**config.mk**
```make
export PLATFORM = sky130hd
export DESIGN_NAME = probador_sumador
export DESIGN_NICKNAME = d
export VERILOG_FILES = /design/src/rtl/probador_sumador.sv
export SDC_FILE = /design/constraint.sdc
export NUM_CORES = 1
export LEC_CHECK = 0
export CORE_MARGIN = 10
export CORE_UTILIZATION = 58
export DETAILED_ROUTE_END_ITERATION = 7
export PLACE_DENSITY = 0.89
export SLEW_MARGIN = 20
export SYNTH_ARGS = -nofsm -noshare
export SYNTH_HDL_FRONTEND = slang
export SYNTH_SLANG_ARGS = --single-unit
```
**constraint.sdc**
```tcl
create_clock -name clk -period 3.8 [get_ports clk]
set_input_delay 0.76 -clock clk [delete_from_list [all_inputs] [get_ports clk]]
set_output_delay 0.76 -clock clk [all_outputs]
set_load 0.005 [all_outputs]
```
**src/rtl/probador_sumador.sv**
```systemverilog
// Stimulus generator for a pipelined 4-bit adder: four corner vectors, then LFSR vectors,
// with a LATENCY-deep expected-sum pipeline and a saturating mismatch counter.
module probador_sumador #(
    parameter int         LATENCY     = 2,
    parameter int         NUM_VECTORS = 32,
    parameter logic [7:0] SEED        = 8'hA5
) (
    input  logic       clk,
    input  logic       reset,
    input  logic       start,
    input  logic       ready_in,
    input  logic       checks_in,
    output logic [3:0] dato_A,
    output logic [3:0] dato_B,
    output logic       valid_out,
    output logic [4:0] salida_esperada,
    output logic       esperada_valid,
    output logic       busy,
    output logic       done,
    output logic [7:0] error_count
);

    typedef enum logic [2:0] {S_IDLE, S_CORNER, S_RANDOM, S_DRAIN, S_DONE} state_t;

    localparam logic [7:0] LAST_VEC   = 8'(NUM_VECTORS - 1);
    localparam logic [2:0] DRAIN_LOAD = 3'(LATENCY - 1);

    state_t             state_q, state_d;
    logic [7:0]         lfsr_q, lfsr_d;
    logic [7:0]         vec_q, vec_d;
    logic [7:0]         err_q, err_d;
    logic [2:0]         drain_q, drain_d;
    logic [LATENCY-1:0] pv_q;
    logic [4:0]         pd_q [LATENCY];
    logic               xfer;
    logic               last_vec;
    logic [4:0]         sum;

    assign xfer            = valid_out & ready_in;
    assign last_vec        = (vec_q == LAST_VEC);
    assign sum             = {1'b0, dato_A} + {1'b0, dato_B};
    assign salida_esperada = pd_q[LATENCY-1];
    assign esperada_valid  = pv_q[LATENCY-1];
    assign error_count     = err_q;

    always_ff @(posedge clk or posedge reset) begin
        if (reset) begin
            state_q <= S_IDLE;
            lfsr_q  <= SEED;
            vec_q   <= '0;
            err_q   <= '0;
            drain_q <= '0;
            pv_q    <= '0;
            for (int i = 0; i < LATENCY; i++) pd_q[i] <= '0;
        end else begin
            state_q <= state_d;
            lfsr_q  <= lfsr_d;
            vec_q   <= vec_d;
            err_q   <= err_d;
            drain_q <= drain_d;
            // expected pipeline shifts every cycle, independent of back-pressure
            pv_q[0] <= xfer;
            pd_q[0] <= sum;
            for (int i = LATENCY - 1; i > 0; i--) begin
                pv_q[i] <= pv_q[i-1];
                pd_q[i] <= pd_q[i-1];
            end
        end
    end

    always_comb begin
        state_d = state_q;
        lfsr_d  = lfsr_q;
        vec_d   = vec_q;
        drain_d = drain_q;
        err_d   = err_q;
        if (esperada_valid && !checks_in && err_q != 8'hFF) err_d = err_q + 8'd1;
        case (state_q)
            S_IDLE, S_DONE: begin
                if (start) begin
                    state_d = S_CORNER;
                    lfsr_d  = SEED;
                    vec_d   = '0;
                    err_d   = '0;
                end
            end
            S_CORNER: begin
                if (xfer) begin
                    vec_d = vec_q + 8'd1;
                    if (last_vec) begin
                        state_d = S_DRAIN;
                        drain_d = DRAIN_LOAD;
                    end else if (vec_q == 8'd3) begin
                        state_d = S_RANDOM;
                    end
                end
            end
            S_RANDOM: begin
                if (xfer) begin
                    vec_d  = vec_q + 8'd1;
                    lfsr_d = {lfsr_q[6:0], lfsr_q[7] ^ lfsr_q[5] ^ lfsr_q[4] ^ lfsr_q[3]};
                    if (last_vec) begin
                        state_d = S_DRAIN;
                        drain_d = DRAIN_LOAD;
                    end
                end
            end
            S_DRAIN: begin
                if (drain_q == 3'd0) state_d = S_DONE;
                else                 drain_d = drain_q - 3'd1;
            end
            default: state_d = S_IDLE;
        endcase
    end

    always_comb begin
        dato_A    = '0;
        dato_B    = '0;
        valid_out = 1'b0;
        busy      = 1'b0;
        done      = 1'b0;
        case (state_q)
            S_CORNER: begin
                valid_out = 1'b1;
                busy      = 1'b1;
                case (vec_q[1:0])
                    2'd0:    begin dato_A = 4'h0; dato_B = 4'h0; end
                    2'd1:    begin dato_A = 4'hF; dato_B = 4'hF; end
                    2'd2:    begin dato_A = 4'hF; dato_B = 4'h1; end
                    default: begin dato_A = 4'h8; dato_B = 4'h8; end
                endcase
            end
            S_RANDOM: begin
                valid_out = 1'b1;
                busy      = 1'b1;
                dato_A    = lfsr_q[7:4];
                dato_B    = lfsr_q[3:0];
            end
            S_DRAIN: busy = 1'b1;
            S_DONE:  done = 1'b1;
            default: ;
        endcase
    end

endmodule
```
==> results.toml <==
[yosys]
synth_area_mm2 = 0.00220
yosys_warnings = 0
synth_edf_count = 0
synthCells = 220
ys_types = 50
synthesis.nets = 236
avgSynthCellArea_um2 = 9.99
yosys_most_used_dff = "dfrtp_1"
seq_area_frac_synth_pct = 48.1
async_reset_ff_share_pct = 100
synth_seq_cells = 42

[grt]
antenna_found_initial = 0
track_usage_pct = 14.8
grt_pass1_wl_um = 7850
grt_overflow_total = 0
grt_pass1_vias = 1671
grt_start_max_net_pins = 43

[floorplan]
dieArea_mm2 = 0.00665
core_mm2 = 0.00366
die_h_um = 81.5
ios = 30
row_count = 22
start_util_pct = 60.0
die_x_um = 81.5

[routing]
firstDrtPassIters = 4
drc = 0
avgRoutedWirePerCell_um = 15.7
final_antenna_net_count = 0
vias = 1708
drt_wl_total_um = 4640
vias_per_cell = 5.77
drt_iter0_markers = 135

[placed_design]
gp_congestion = 0.870
dp_hpwl_um = 3460
portBuffers = 29
placed_area_mm2 = 0.00249

[timing]
finClkSkew_ns = 0.00836
drv_slew = 0
rsz0062_at_grt = "no"
relSlewSlack_pct = 65.4
max_freq_mhz = 319
tightest_slew_ns = 0.519
setup_viol = 0
min_period_over_period_pct = 82.6
period_needed_ns = 3.14
finalHoldViolCount = 0
setup_tns_ns = 0

[clock_tree]
insertion_delay_ns = 0.30
cts.sinks = 42
cts_tree = "yes"
cts_made_buffers = 5
holdBufCountCts = 0
post-cts-setup-buffers = 0
htree_num_levels = 2
clockBufferDepth = 2
cts_resized = 0
clk_pin_slew_worst_paths_ns = 0.08
cts-root-buf = "clkbuf_8"

[power_and_ir_drop]
powerDensity_mw_per_mm2 = 727
irDropWorstVdd_uv = 428
power_leakage_nw = 1.16

[finish]
fin_nets = 263
fin_util_pct = 70.4
fillers = 276
multiInputGateArea_mm2 = 0.00102
drive_above_1_share_pct = 8.06
design_area_mm2 = 0.00258
layout_commonest_cell = "dfrtp_1"
final_cell_mix = "38 x dfrtp_1, 29 x clkdlybuf4s50_1, 25 x nand2_1, 16 x o21ai_0, 15 x nor2_1"
n_antenna_cell = 0
areaGrowthSynthToFinish_pct = 17.3
seq_area_mm2 = 0.00106

[critical_path]
worstPathArrival_ns = 2.38
cp_max_fo = 10
start_kind = "flop"
end_kind = "output pin"
worstPathRequired_ns = 3.04
critPathKind = "flop to output pin"

[outcome]
status = "finished clean"

[run]
cap_violations = 0

[hold_path]
hold_path_class = "flop to flop"
==> through the flow <==
step	instances	hold slack [ns]	worst slack [ns]	total power, mW
2_1_floorplan	220	0.331	1.66	1.24
3_3_place_gp	288	0.332	1.08	1.54
3_5_place_dp	288	0.335	0.998	1.59
4_1_cts	296	0.352	0.661	1.89
5_1_grt	296	0.359	0.497	2.02
6_report	296	0.350	0.661	1.87
==> critical path, stage by stage (launching register included) <==
cell and delay [ns]:
dfrtp_1 0.64, nand2b_1 0.17, nor2_1 0.31, and2_1 0.27
a21o_1 0.15, clkdlybuf4s50_1 0.54
==> cell type report <==
class / instances / share of cell area (%)
clock buffers: 7 / 3.35
clock inverters: 1 / 0.194
repair buffers: 31 / 11.8
well taps: 48 / 2.33
flip-flops and latches: 42 / 41.0
multi-input cells: 154 / 39.4
inverters: 13 / 1.89
==> path summary, 6_finish.rpt <==
kind                                         from                    end  slack (ns)  depth (start not counted)
hold / removal                  pv_q[0]$_DFF_PP0_      pv_q[1]$_DFF_PP0_        0.35                          0
max in group asynchronous                   reset  lfsr_q[0]$_DFFE_PP1P_        2.52                          3
setup reg to reg           state_q[0]$_DFFE_PP0P_      pd_q[9]$_DFF_PP0_        1.29                         10
min in group asynchronous                   reset      pd_q[7]$_DFF_PP0_        0.91                          3
setup / recovery           state_q[0]$_DFFE_PP0P_              dato_B[0]        0.66                          5
hold reg to reg                 pv_q[0]$_DFF_PP0_      pv_q[1]$_DFF_PP0_        0.35                          0
==> synth_stat cells (all sizes together) (2+ instances only) <==
library cell  instances  area, µm²
and2                  2       12.5
nand2                25       93.8
clkbuf                2       7.51
a21oi                 8       40.0
xnor2                 9       78.8
ha                   10        125
nor3b                 2       31.3
o31ai                 3       22.5
a2bb2oi               2       17.5
dfstp                 4        105
buf                   9       68.8
nor2                 15       56.3
and3                  4       30.0
or4                   3       22.5
xor2                  3       33.8
nand4                 5       31.3
a21o                  5       37.5
nand2b                2       12.5
or3                   2       13.8
o22ai                 3       18.8
nor3                  6       30.0
o211ai                3       22.5
dfrtp                38        951
nor2b                 3       18.8
nand3                 7       40.0
inv                  13       48.8
o21ai                16       80.1
==> report_power, final <==
| part | switching (mW) | total, mW | internal, mW |
|---|---|---|---|
| combinational | 0.418 | 0.858 | 0.440 |
| sequential | 0.128 | 0.722 | 0.594 |
| clock | 0.147 | 0.293 | 0.146 |
| total | 0.692 | 1.87 | 1.18 |
==> routing by layer <==
metal,track usage (%),wire length [µm],vias up
met1,18.6,2010,823
met5,0,0,-
met4,6.06,108,0
met3,3.60,326,11
li1,-,-,824
met2,23.9,2200,50
==> flip-flops by register name, indices dropped and copies added, names as in the netlist <==
signal	cells
error_count	8
lfsr_q	8
vec_q	8
pd_q	5
salida_esperada	5
drain_q	3
state_q	3
pv_q	2
==> cells by family after synthesis <==
kind of cell    after synthesis  share of synthesized area, %
flops                        42                          48.1
simple gates                 81                          19.8
fa+ha+maj                    11                          6.61
buf+inv                      24                          5.69
mux                           1                         0.512
xor+xnor                     12                          5.13
compound gates               49                          14.2
Power figures use the tool's default switching activity.
